### src/rtl/heart_rate_calc_pkg.sv
// Shared types and constants for the heart-rate path.
// State encoding, display widths and the BPM numerator.
package heart_rate_calc_pkg;

  typedef enum logic [1:0] {
    WAIT_FIRST,
    TIMING,
    DIVIDE
  } hr_state_e;

  localparam int BPM_W = 8;
  localparam int REJ_W = 8;

  localparam int DEF_FS_HZ     = 250;
  localparam int DEF_AVG_DEPTH = 4;

  function automatic int calc_num(input int fs, input int depth);
    return 60 * fs * depth;
  endfunction

  function automatic int calc_num_w(input int num);
    return $clog2(num + 1);
  endfunction

  localparam int NUM   = calc_num(DEF_FS_HZ, DEF_AVG_DEPTH);
  localparam int NUM_W = calc_num_w(NUM);

endpackage

### src/rtl/heart_rate_calc_if.sv
// Peak-in / rate-out bundle between detector, calculator
// and display path.
interface heart_rate_calc_if;
  import heart_rate_calc_pkg::*;

  logic             sample_tick;
  logic             peak;
  logic [BPM_W-1:0] bpm;
  logic             bpm_valid;
  logic             beat;
  logic [REJ_W-1:0] reject_cnt;

  modport master (
    output sample_tick,
    output peak,
    input  bpm,
    input  bpm_valid,
    input  beat,
    input  reject_cnt
  );

  modport slave (
    input  sample_tick,
    input  peak,
    output bpm,
    output bpm_valid,
    output beat,
    output reject_cnt
  );

endinterface

### src/rtl/heart_rate_calc_seq_divider.sv
// Unsigned restoring divider: one load cycle, then one
// quotient bit per cycle, MSB first.
module seq_divider #(
  parameter int DW = 16,
  parameter int VW = 14
) (
  input  logic          clk,
  input  logic          rst_n,
  input  logic          abort_i,
  input  logic          start_i,
  input  logic [DW-1:0] dividend_i,
  input  logic [VW-1:0] divisor_i,
  output logic          busy_o,
  output logic          done_o,
  output logic [DW-1:0] quotient_o
);

  localparam int CW = $clog2(DW);

  logic          busy_q;
  logic [CW-1:0] cnt_q;
  logic [VW-1:0] rem_q;
  logic [VW-1:0] dvs_q;
  logic [DW-1:0] quo_q;

  logic [VW:0]   trial;
  logic [VW:0]   diff;
  logic          ge;
  logic [VW-1:0] rem_d;
  logic [DW-1:0] quo_d;

  // trial < 2*divisor, so the borrow bit alone decides the subtract
  always_comb begin
    trial = {rem_q, quo_q[DW-1]};
    diff  = trial - {1'b0, dvs_q};
    ge    = ~diff[VW];
    rem_d = ge ? diff[VW-1:0] : trial[VW-1:0];
    quo_d = {quo_q[DW-2:0], ge};
  end

  assign busy_o     = busy_q;
  assign done_o     = busy_q && (cnt_q == CW'(DW - 1));
  assign quotient_o = quo_d;

  always_ff @(posedge clk or negedge rst_n) begin
    if (!rst_n) begin
      busy_q <= 1'b0;
      cnt_q  <= '0;
      rem_q  <= '0;
      dvs_q  <= '0;
      quo_q  <= '0;
    end else if (abort_i) begin
      busy_q <= 1'b0;
      cnt_q  <= '0;
    end else if (start_i) begin
      busy_q <= 1'b1;
      cnt_q  <= '0;
      rem_q  <= '0;
      dvs_q  <= divisor_i;
      quo_q  <= dividend_i;
    end else if (busy_q) begin
      rem_q <= rem_d;
      quo_q <= quo_d;
      cnt_q <= cnt_q + 1'b1;
      if (done_o) busy_q <= 1'b0;
    end
  end

endmodule

### src/rtl/heart_rate_calc.sv
// Inter-beat interval timer, rolling average and BPM
// conversion feeding the display path.
module heart_rate_calc
  import heart_rate_calc_pkg::*;
#(
  parameter int FS_HZ     = 250,
  parameter int MIN_IBI   = 75,
  parameter int MAX_IBI   = 500,
  parameter int AVG_DEPTH = 4,
  parameter int IBI_W     = 12
) (
  input  logic             clk,
  input  logic             reset,
  heart_rate_calc_if.slave hr
);

  localparam int PW     = $clog2(AVG_DEPTH);
  localparam int SUM_W  = IBI_W + PW;
  localparam int FILL_W = $clog2(AVG_DEPTH + 1);
  localparam int NUM_V  = calc_num(FS_HZ, AVG_DEPTH);
  localparam int NUM_WV = calc_num_w(NUM_V);

  localparam logic [IBI_W-1:0]  MIN_C  = IBI_W'(MIN_IBI);
  localparam logic [IBI_W-1:0]  MAX_C  = IBI_W'(MAX_IBI);
  localparam logic [FILL_W-1:0] FULL   = FILL_W'(AVG_DEPTH);
  localparam logic [FILL_W-1:0] FULL_M = FILL_W'(AVG_DEPTH - 1);

  hr_state_e          state_q, state_d;
  logic [IBI_W-1:0]   cnt_q, cnt_d;
  logic [IBI_W-1:0]   ring_q [AVG_DEPTH];
  logic [PW-1:0]      wptr_q;
  logic [SUM_W-1:0]   sum_q, sum_d;
  logic [FILL_W-1:0]  fill_q, fill_d;
  logic [IBI_W-1:0]   pend_q;
  logic               pend_vld_q, pend_vld_d;
  logic [BPM_W-1:0]   bpm_q;
  logic               valid_q;
  logic               beat_q;
  logic [REJ_W-1:0]   rej_q;

  logic               timeout;
  logic               accept;
  logic               early;
  logic               store;
  logic               done_ok;
  logic               commit_pend;
  logic               commit_new;
  logic               commit;
  logic               to_pend;
  logic               div_start;
  logic [IBI_W-1:0]   wval;
  logic               div_busy;
  logic               div_done;
  logic [NUM_WV-1:0]  div_quo;
  logic [BPM_W-1:0]   bpm_sat;

  assign timeout = (state_q != WAIT_FIRST) && (cnt_q >= MAX_C);

  assign accept = hr.peak && !timeout &&
                  ((state_q == WAIT_FIRST) || (cnt_q >= MIN_C));

  assign early = hr.peak && !timeout &&
                 (state_q != WAIT_FIRST) && (cnt_q < MIN_C);

  assign store   = accept && (state_q != WAIT_FIRST);
  assign done_ok = div_done && !timeout;

  // An interval goes straight into the ring only when the
  // divider is free; otherwise it parks in the pending slot.
  assign commit_pend = done_ok && pend_vld_q;
  assign commit_new  = store &&
                       (!div_busy || (done_ok && !pend_vld_q));
  assign to_pend     = store && !commit_new;
  assign commit      = commit_pend || commit_new;
  assign wval        = commit_pend ? pend_q : cnt_q;
  assign div_start   = commit && (fill_q >= FULL_M);

  assign bpm_sat = (|div_quo[NUM_WV-1:BPM_W]) ? '1
                 : div_quo[BPM_W-1:0];

  always_comb begin
    state_d    = state_q;
    cnt_d      = cnt_q;
    sum_d      = sum_q;
    fill_d     = fill_q;
    pend_vld_d = pend_vld_q;

    if (timeout) begin
      cnt_d = '0;
    end else if (accept) begin
      cnt_d = IBI_W'(hr.sample_tick);
    end else if ((state_q != WAIT_FIRST) && hr.sample_tick) begin
      cnt_d = cnt_q + 1'b1;
    end

    if (timeout) begin
      sum_d  = '0;
      fill_d = '0;
    end else if (commit) begin
      sum_d = sum_q + SUM_W'(wval) - SUM_W'(ring_q[wptr_q]);
      if (fill_q != FULL) fill_d = fill_q + 1'b1;
    end

    if (timeout)          pend_vld_d = 1'b0;
    else if (to_pend)     pend_vld_d = 1'b1;
    else if (commit_pend) pend_vld_d = 1'b0;

    unique case (state_q)
      WAIT_FIRST: begin
        if (hr.peak) state_d = TIMING;
      end
      TIMING: begin
        if (timeout)        state_d = WAIT_FIRST;
        else if (div_start) state_d = DIVIDE;
      end
      DIVIDE: begin
        if (timeout)      state_d = WAIT_FIRST;
        else if (done_ok) state_d = div_start ? DIVIDE : TIMING;
      end
      default: state_d = WAIT_FIRST;
    endcase
  end

  always_ff @(posedge clk or negedge reset) begin
    if (!reset) begin
      state_q    <= WAIT_FIRST;
      cnt_q      <= '0;
      wptr_q     <= '0;
      sum_q      <= '0;
      fill_q     <= '0;
      pend_q     <= '0;
      pend_vld_q <= 1'b0;
      bpm_q      <= '0;
      valid_q    <= 1'b0;
      beat_q     <= 1'b0;
      rej_q      <= '0;
    end else begin
      state_q    <= state_d;
      cnt_q      <= cnt_d;
      sum_q      <= sum_d;
      fill_q     <= fill_d;
      pend_vld_q <= pend_vld_d;
      beat_q     <= accept;
      if (early && (rej_q != '1)) rej_q <= rej_q + 1'b1;
      if (to_pend) pend_q <= cnt_q;
      // bpm holds its last reading across a signal loss
      if (timeout) begin
        wptr_q  <= '0;
        valid_q <= 1'b0;
      end else begin
        if (commit) wptr_q <= wptr_q + 1'b1;
        if (done_ok) begin
          bpm_q   <= bpm_sat;
          valid_q <= 1'b1;
        end
      end
    end
  end

  always_ff @(posedge clk or negedge reset) begin
    if (!reset) begin
      for (int i = 0; i < AVG_DEPTH; i++) ring_q[i] <= '0;
    end else begin
      for (int i = 0; i < AVG_DEPTH; i++) begin
        if (timeout)
          ring_q[i] <= '0;
        else if (commit && (wptr_q == PW'(i)))
          ring_q[i] <= wval;
      end
    end
  end

  seq_divider #(
    .DW (NUM_WV),
    .VW (SUM_W)
  ) u_div (
    .clk        (clk),
    .rst_n      (reset),
    .abort_i    (timeout),
    .start_i    (div_start),
    .dividend_i (NUM_WV'(NUM_V)),
    .divisor_i  (sum_d),
    .busy_o     (div_busy),
    .done_o     (div_done),
    .quotient_o (div_quo)
  );

  assign hr.bpm        = bpm_q;
  assign hr.bpm_valid  = valid_q;
  assign hr.beat       = beat_q;
  assign hr.reject_cnt = rej_q;

endmodule
### src/flat_wrapper.sv
// flat-port wrapper written by rule: the top's interface ports become plain ports
module heart_rate_calc_flat import heart_rate_calc_pkg::*;
#(
  parameter int FS_HZ     = 250,
  parameter int MIN_IBI   = 75,
  parameter int MAX_IBI   = 500,
  parameter int AVG_DEPTH = 4,
  parameter int IBI_W     = 12
)
  (clk, reset, hr_sample_tick, hr_peak, hr_bpm, hr_bpm_valid, hr_beat, hr_reject_cnt);
  heart_rate_calc_if hr_i ();
  input  logic clk;
  input  logic reset;
  input wire logic [$bits(hr_i.sample_tick)-1:0] hr_sample_tick;
  input wire logic [$bits(hr_i.peak)-1:0] hr_peak;
  output wire logic [$bits(hr_i.bpm)-1:0] hr_bpm;
  output wire logic [$bits(hr_i.bpm_valid)-1:0] hr_bpm_valid;
  output wire logic [$bits(hr_i.beat)-1:0] hr_beat;
  output wire logic [$bits(hr_i.reject_cnt)-1:0] hr_reject_cnt;
  assign hr_i.sample_tick = hr_sample_tick;
  assign hr_i.peak = hr_peak;
  assign hr_bpm = hr_i.bpm;
  assign hr_bpm_valid = hr_i.bpm_valid;
  assign hr_beat = hr_i.beat;
  assign hr_reject_cnt = hr_i.reject_cnt;
  heart_rate_calc #(.FS_HZ(FS_HZ), .MIN_IBI(MIN_IBI), .MAX_IBI(MAX_IBI), .AVG_DEPTH(AVG_DEPTH), .IBI_W(IBI_W)) u_core (.clk(clk), .reset(reset), .hr(hr_i));
endmodule
### config.mk
export PLATFORM = sky130hd
export DESIGN_NAME = heart_rate_calc_flat
export DESIGN_NICKNAME = d
export VERILOG_FILES = /design/src/rtl/heart_rate_calc_pkg.sv /design/src/rtl/heart_rate_calc_if.sv /design/src/rtl/heart_rate_calc_seq_divider.sv /design/src/rtl/heart_rate_calc.sv /design/src/flat_wrapper.sv
export SDC_FILE = /design/constraint.sdc
export NUM_CORES = 1
export LEC_CHECK = 0
export ABC_AREA = 0
export CORE_MARGIN = 2
export CORE_UTILIZATION = 60
export DETAILED_ROUTE_END_ITERATION = 8
export PLACE_DENSITY = 0.78
export SYNTH_ARGS = -nofsm -noshare
export SYNTH_HDL_FRONTEND = slang
export SYNTH_SLANG_ARGS = --single-unit
### constraint.sdc
create_clock -name clk -period 10.2 [get_ports clk]
set_input_delay 1.02 -clock clk [delete_from_list [all_inputs] [get_ports clk]]
set_output_delay 1.02 -clock clk [all_outputs]
set_load 0.1 [all_outputs]
==> results of run 1 <==
## cells by family after synthesis
family                     after synthesis  synth area share (%)
adders and majority gates               52                 8.410
AOI/OAI and AO/OA                      172                 13.32
DFF                                    161                 45.28
xor gates and xnor gates                37                 3.797
and+or+nand+nor                        214                 11.60
buffers and inverters                   75                 3.474
muxes                                   98                 14.12
## where the power goes
| part | internal [mW] | total, mW | switching (mW) |
|---|---|---|---|
| sequential | 0.693 | 0.767 | 0.0738 |
| clock | 0.392 | 0.652 | 0.260 |
| combinational | 0.394 | 0.990 | 0.596 |
## layout by cell type, fill, tap and decap left out, drive strengths merged, types with 4 or more instances in the layout
cell type,Yosys,routed
mux2,70,70
o22a,6,6
ha,39,39
xnor2,22,22
a21o,13,13
buf,18,4
dfrtp,161,161
clkbuf,10,19
xor2,14,14
nand4,6,6
clkdlybuf4s50,0,20
nand3,16,16
o21a,12,12
and3,7,7
inv,47,50
o21ai,40,40
fa,13,13
nor2,59,59
a211oi,6,6
nand2,78,78
mux4,12,12
nor2b,8,8
a21oi,42,42
or2,4,4
or3,4,4
a22o,12,12
and2,16,16
nor3,10,10
o31ai,5,5
mux2i,16,16
clkinv,0,4
## worst min-delay path by stage
stage	startpoint	to	slack, ns
final	u_core.ring_q[15]$_DFFE_PN0P_	u_core.ring_q[15]$_DFFE_PN0P_	0.48
after floorplan	u_core.u_div.dvs_q[8]$_DFFE_PN0P_	u_core.u_div.dvs_q[8]$_DFFE_PN0P_	0.45
after CTS	u_core.ring_q[17]$_DFFE_PN0P_	u_core.ring_q[17]$_DFFE_PN0P_	0.49
after global routing	u_core.ring_q[15]$_DFFE_PN0P_	u_core.ring_q[15]$_DFFE_PN0P_	0.50
after global placement	u_core.ring_q[41]$_DFFE_PN0P_	u_core.ring_q[41]$_DFFE_PN0P_	0.46
after detailed placement	u_core.ring_q[17]$_DFFE_PN0P_	u_core.ring_q[17]$_DFFE_PN0P_	0.47
## per-layer routing
metal  track usage (%)  share of wire, %
met1             34.03                45
met2             41.91                50
met3             4.758               3.4
met4             8.727               1.7
met5                 0                 0
## registers in the layout, indices dropped and copies added, names as in the netlist
register	cells
u_core.ring_q	48
u_core.u_div.quo_q	16
u_core.sum_q	14
u_core.u_div.dvs_q	14
u_core.u_div.rem_q	14
u_core.cnt_q	12
u_core.pend_q	12
u_core.hr.bpm	8
u_core.hr.reject_cnt	8
u_core.u_div.cnt_q	4
u_core.fill_q	3
u_core.state_q	2
u_core.wptr_q	2
u_core.hr.beat	1
u_core.hr.bpm_valid	1
u_core.pend_vld_q	1
u_core.u_div.busy_o	1
## cell type report
class                   instances  area share (%)
well taps                     184           2.342
inverters                      47           1.795
clock inverters                12           1.604
clock buffers                  19           4.506
multi-input cells             573           46.38
repair buffers                 24           2.380
flip-flops and latches        161           40.99
## through the flow
step                      util (%)  worst slack (ns)  hold WS (ns)  instances  area [sq um]
after floorplan                  -             6.189        0.4485        809          8897
after global placement       63.50             5.781        0.4627        989          9229
after detailed placement     63.50             5.610        0.4714        989          9229
after CTS                    67.63             5.531        0.4853       1020          9829
after global routing         67.63             5.121        0.4973       1020          9829
final                        67.63             5.508        0.4843       1020          9829
## worst max-delay path: cells and delay by family, from the launching register on
family                     cells  cell delay, ns
AOI/OAI and AO/OA              5            1.21
adders and majority gates      3            1.20
buffers and inverters          1            0.07
DFF                            1            0.40
muxes                          1            0.38
and+or+nand+nor                6            1.34
==> key figures, run 1 <==
Run status
  • Outcome: finished, final reports clean

Timing
  • Fin Setup TNS: 0 ns
  • Slew @ Worst Pin: 1.067 ns
  • Slew Limit Fails: 0
  • Setup Skew: 0.01373 ns
  • Fmax: 213.1 MHz
  • Endpoints failing setup: 0
  • Final period utilization: 46.00%
  • Final Hold Fails: 0
  • Slew margin rel.: 28.90%
  • Clock period minus worst slack: 4.692 ns
  • Unrepaired setup endpoints after global routing: no

Final layout
  • Ratio of cells with drive above 1 in the final layout: 16.27%
  • Area Growth Syn to Fin: 10.48%
  • Multi-input logic area: 0.004559 sq mm
  • Diodes inserted: 0
  • Register area: 0.004029 sq mm
  • Fillers: 1049
  • NumNets Final: 880

Synthesis
  • Synth Register Bits: 161
  • Most common library cells after synthesis: 161 x dfrtp_1, 76 x nand2_1, 58 x nor2_1, 52 x mux2_2, 47 x inv_1
  • EDFF count, synth: 0
  • Main flop type after synthesis: dfrtp_1
  • Synth Net Count: 865
  • Gate Count Post-Synth: 809
  • Post-synth top area share: 45.28%
  • Synthesis warning total: 0
  • Most common cell in the netlist: dfrtp_1
  • Post-synth cell types: 74
  • Largest cells by area after synthesis: dfrtp_1 45%, mux2_2 6.6%, ha_1 5.5%
  • Largest area contributor in the netlist: dfrtp_1
  • Post-synthesis async set-or-reset flop share: 100.0%
  • Avg Cell Area, Syn: 11.00 sq um
  • Synthesized area: 0.008897 sq mm
  • Sequential area share after synthesis: 45.28%

Clocking
  • CTS root buf: clkbuf_16
  • CTS buffer count: 17
  • Post-CTS Setup Bufs: 0
  • Clock latency on the worst-skew pair: 0.43 ns
  • CTS Hold Bufs: 0
  • CTS H-tree depth: 4
  • Worst-path clk slew: 0.06 ns
  • TritonCTS clock tree: done
  • Clock sink total: 161
  • PostCTS Resize Cnt: 0
  • CTS max path bufs: 2

Critical path
  • Launch point of the worst path: u_core.u_div.cnt_q[0]$_DFFE_PN0P_
  • Worst EP arrival: 5.03 ns
  • Critical Path End Type: flop
  • Worst reg2reg path endpoint: u_core.sum_q[8]$_DFF_PN0_
  • CP max stage cell: fa_1
  • CP max stage delay: 0.54 ns
  • Worst Setup Path Type: reg -> reg
  • Crit-path cells: ha_1 -> and3_1 -> nand2_1 -> a21oi_4 -> nand2_4 -> mux2_4 -> fa_1 -> inv_1 -> fa_1 -> nor2b_1 -> o2111ai_1 -> a21boi_0 -> o21ai_0 -> and3_1 -> or3_1 -> a21oi_1
  • CP Data Required Time: 10.54 ns
  • R2r setup slk: 5.51 ns
  • Length in cells of the worst reg-to-reg path: 16
  • RR Startpoint: u_core.u_div.cnt_q[0]$_DFFE_PN0P_
  • Setup crit start kind: flop
  • Critical Path End: u_core.sum_q[8]$_DFF_PN0_
  • Max Fanout on Critical Path: 19

Routing
  • Remaining antenna violation count after routing: 0
  • DRT Pass-1 Iters: 5
  • Iter 0 DRT Violations: 447
  • Drt via density: 6.104
  • Post-route DRC: 0
  • Routed vias: 6226
  • Wire per inst: 18.72 um
  • DRT Wirelength: 19.10 mm

GRT
  • First-pass GRT wire length: 32.29 mm
  • GRT Resource Usage Total: 25.35%
  • Largest net degree at the start of global routing: 87
  • Vias in the first global route: 6414
  • Total global routing overflow: 0
  • Initial antenna violation count: 0

Floorplan
  • CORE AREA: 0.01453 sq mm
  • Die X: 125.8 um
  • I/O Pins: 22
  • Die extent in y: 125.8 um
  • Placement Rows: 44
  • Initial Util: 61.22%
  • Total die area: 0.01582 sq mm

Power
  • Peak supply drop: 0.1734 mV
  • Power Density: 245.0 mW/mm^2
  • Leak Pwr: 4.653 nW
  • Design Power: 2.408 mW

Placement
  • Final GP Congestion: 0.9219
  • Port Buffers: 21
  • DP HPWL: 13.02 mm

Min path
  • Min-Delay Path Depth: 1
  • Hold Crit Class: reg -> reg

Job
  • Max Cap Violations: 0
(Power assumes the default switching activity.)
==> inputs of run 2 (changes only) <==
CORE_UTILIZATION = 56   (was 60)
PLACE_DENSITY = 0.76   (was 0.78)
clock period = 4.1 ns   (was 10.2 ns; I/O delays follow)
==> key figures, run 2 (synthesis gave the netlist of run 1 again) <==
Run status
  • Outcome: finished, final reports clean

GRT
  • Total global routing overflow: 0
  • Vias in the first global route: 6657
  • Largest net degree at the start of global routing: 98
  • GRT Resource Usage Total: 25.13%
  • GR Util met3: 4.879%
  • Initial antenna violation count: 0
  • Busiest grt layer: met2
  • GR Layer Usage met1: 33.23%
  • Met2 GRT Util: 41.61%
  • First-pass GRT wire length: 33.02 mm

Clocking
  • TritonCTS clock tree: done
  • Worst-path clk slew: 0.06 ns
  • CTS root buf: clkbuf_16
  • CTS H-tree depth: 4
  • Clock latency on the worst-skew pair: 0.44 ns
  • Clock sink total: 161
  • CTS buffer count: 17
  • CTS max path bufs: 2

Final layout
  • Commonest non-fill, non-tap cell in the layout: dfrtp_1
  • Non-filler cells, final: 1071
  • Top flop regs: u_core.ring_q (48), u_core.u_div.quo_q (16)
  • Number of flip-flops under the largest register name: 48
  • Biggest register: u_core.ring_q
  • NumNets Final: 899
  • Final Cell Area: 0.01009 sq mm
  • Ratio of cells with drive above 1 in the final layout: 18.83%
  • Diodes inserted: 0
  • Area Growth Syn to Fin: 13.44%
  • Commonest cells after routing, fill and taps aside: 160 x dfrtp_1, 76 x nand2_1, 58 x nor2_1, 52 x mux2_2, 47 x inv_1

Timing
  • Fmax: 255.4 MHz
  • Unrepaired setup endpoints after global routing: yes
  • Setup Skew: 0.01516 ns
  • Endpoints failing setup: 0
  • Clock period minus worst slack: 3.915 ns
  • Final period utilization: 95.50%
  • Final Hold Fails: 0
  • Slew Limit Fails: 0
  • Slew @ Worst Pin: 0.9768 ns
  • Slew margin rel.: 34.68%

Min path
  • Hold Crit Class: in -> async

Routing
  • Remaining antenna violation count after routing: 0
  • Iter 0 DRT Violations: 359
  • Wire per inst: 18.12 um
  • Routed vias: 6294
  • Post-route DRC: 0
  • Drt via density: 5.877
  • DRT Pass-1 Iters: 5
  • DRT Wirelength: 19.41 mm

Placement
  • DP HPWL: 13.56 mm
  • Final GP Congestion: 0.8962
  • Inst Count DP: 1038
  • Port Buffers: 21
  • Placed Area: 0.009397 sq mm

Critical path
  • Critical Path End Type: flop
  • Worst EP arrival: 4.27 ns
  • Worst Setup Path Type: reg -> reg
  • Max Fanout on Critical Path: 3
  • Setup crit start kind: flop
  • CP Data Required Time: 4.45 ns

Floorplan
  • CORE AREA: 0.01571 sq mm
  • Initial Util: 56.63%
  • Die X: 130.0 um
  • Total die area: 0.01691 sq mm
  • Placement Rows: 46
  • Die extent in y: 130.0 um
  • I/O Pins: 22

Power
  • Power Density: 620.7 mW/mm^2
  • Leak Pwr: 4.775 nW
  • Peak supply drop: 0.6033 mV

Job
  • Max Cap Violations: 0
==> run 2: final timing paths <==
kind	from	to	slack (ns)	cells past startpoint
worst min-delay path	reset	u_core.hr.bpm[5]$_DFFE_PN0P_	0.07	1
worst max-delay path	u_core.u_div.cnt_q[0]$_DFFE_PN0P_	u_core.sum_q[8]$_DFF_PN0_	0.18	16
worst max register to register	u_core.u_div.cnt_q[0]$_DFFE_PN0P_	u_core.sum_q[8]$_DFF_PN0_	0.18	16
min in group clk	u_core.ring_q[3]$_DFFE_PN0P_	u_core.ring_q[3]$_DFFE_PN0P_	0.49	1
max in group asynchronous	reset	u_core.ring_q[37]$_DFFE_PN0P_	3.05	2
worst min register to register	u_core.ring_q[3]$_DFFE_PN0P_	u_core.ring_q[3]$_DFFE_PN0P_	0.49	1
==> run 2: where the power goes <==
part | internal [mW] | switching [mW] | leakage (nW) | total (mW)
Clock | 1.10 | 0.652 | 0.317 | 1.75
Sequential | 1.72 | 0.151 | 2.09 | 1.88
Combinational | 1.07 | 1.57 | 2.36 | 2.63
Total | 3.89 | 2.37 | 4.77 | 6.26
==> run 2: per-stage QoR <==
step | util (%) | TNS, ns | hold WS [ns] | worst slack (ns) | power [mW]
6_report | 64.24 | 0 | 0.06565 | 0.1846 | 6.265
5_1_grt | 64.24 | -0.03096 | 0.1335 | -0.03096 | 6.636
4_1_cts | 63.93 | 0 | 0.09734 | 0.007175 | 6.147
3_5_place_dp | 59.80 | 0 | 0.4751 | 0.02631 | 4.369
3_3_place_gp | 59.80 | 0 | 0.4623 | 0.1547 | 4.298
2_1_floorplan | - | 0 | 0.1144 | 0.08865 | 3.782
==> run 2: final cells by class <==
cell class,count,area [sq um]
fillers,1208,5619
multi-input cells,573,4588
flip-flops and latches,161,4030
repair buffers,43,380.4
clock inverters,11,201.4
clock buffers,20,446.7
inverters,47,176.4
well taps,216,270.3
==> run 2: per-layer routing <==
metal	routed length, um	share of wire [%]
met5	0	0
met4	437	2.3
met3	817	4.2
met2	9573	49
met1	8577	44
==> run 2: timing repair <==
action,CTS,global route
setup endpoints to repair,0,14
resized for setup,0,14
setup buffers,0,2
hold buffers,0,0
==> run 2: worst max-delay path: stages (launching register included) <==
cell,delay (ns)
dfrtp_1,0.40
ha_2,0.22
and3_1,0.18
nand2_1,0.13
a21oi_4,0.17
nand2_4,0.07
mux2_4,0.32
fa_1,0.54
inv_1,0.07
fa_1,0.47
nor2b_2,0.18
o2111ai_2,0.14
a21boi_1,0.21
o21ai_1,0.11
and3_1,0.20
or3_1,0.31
a21oi_1,0.14
==> inputs of run 3 (changes only) <==
CTS_CLUSTER_SIZE = 25   (was not set)
==> results of run 3 <==
Final layout, timing and power as in run 2 (identical DEF).
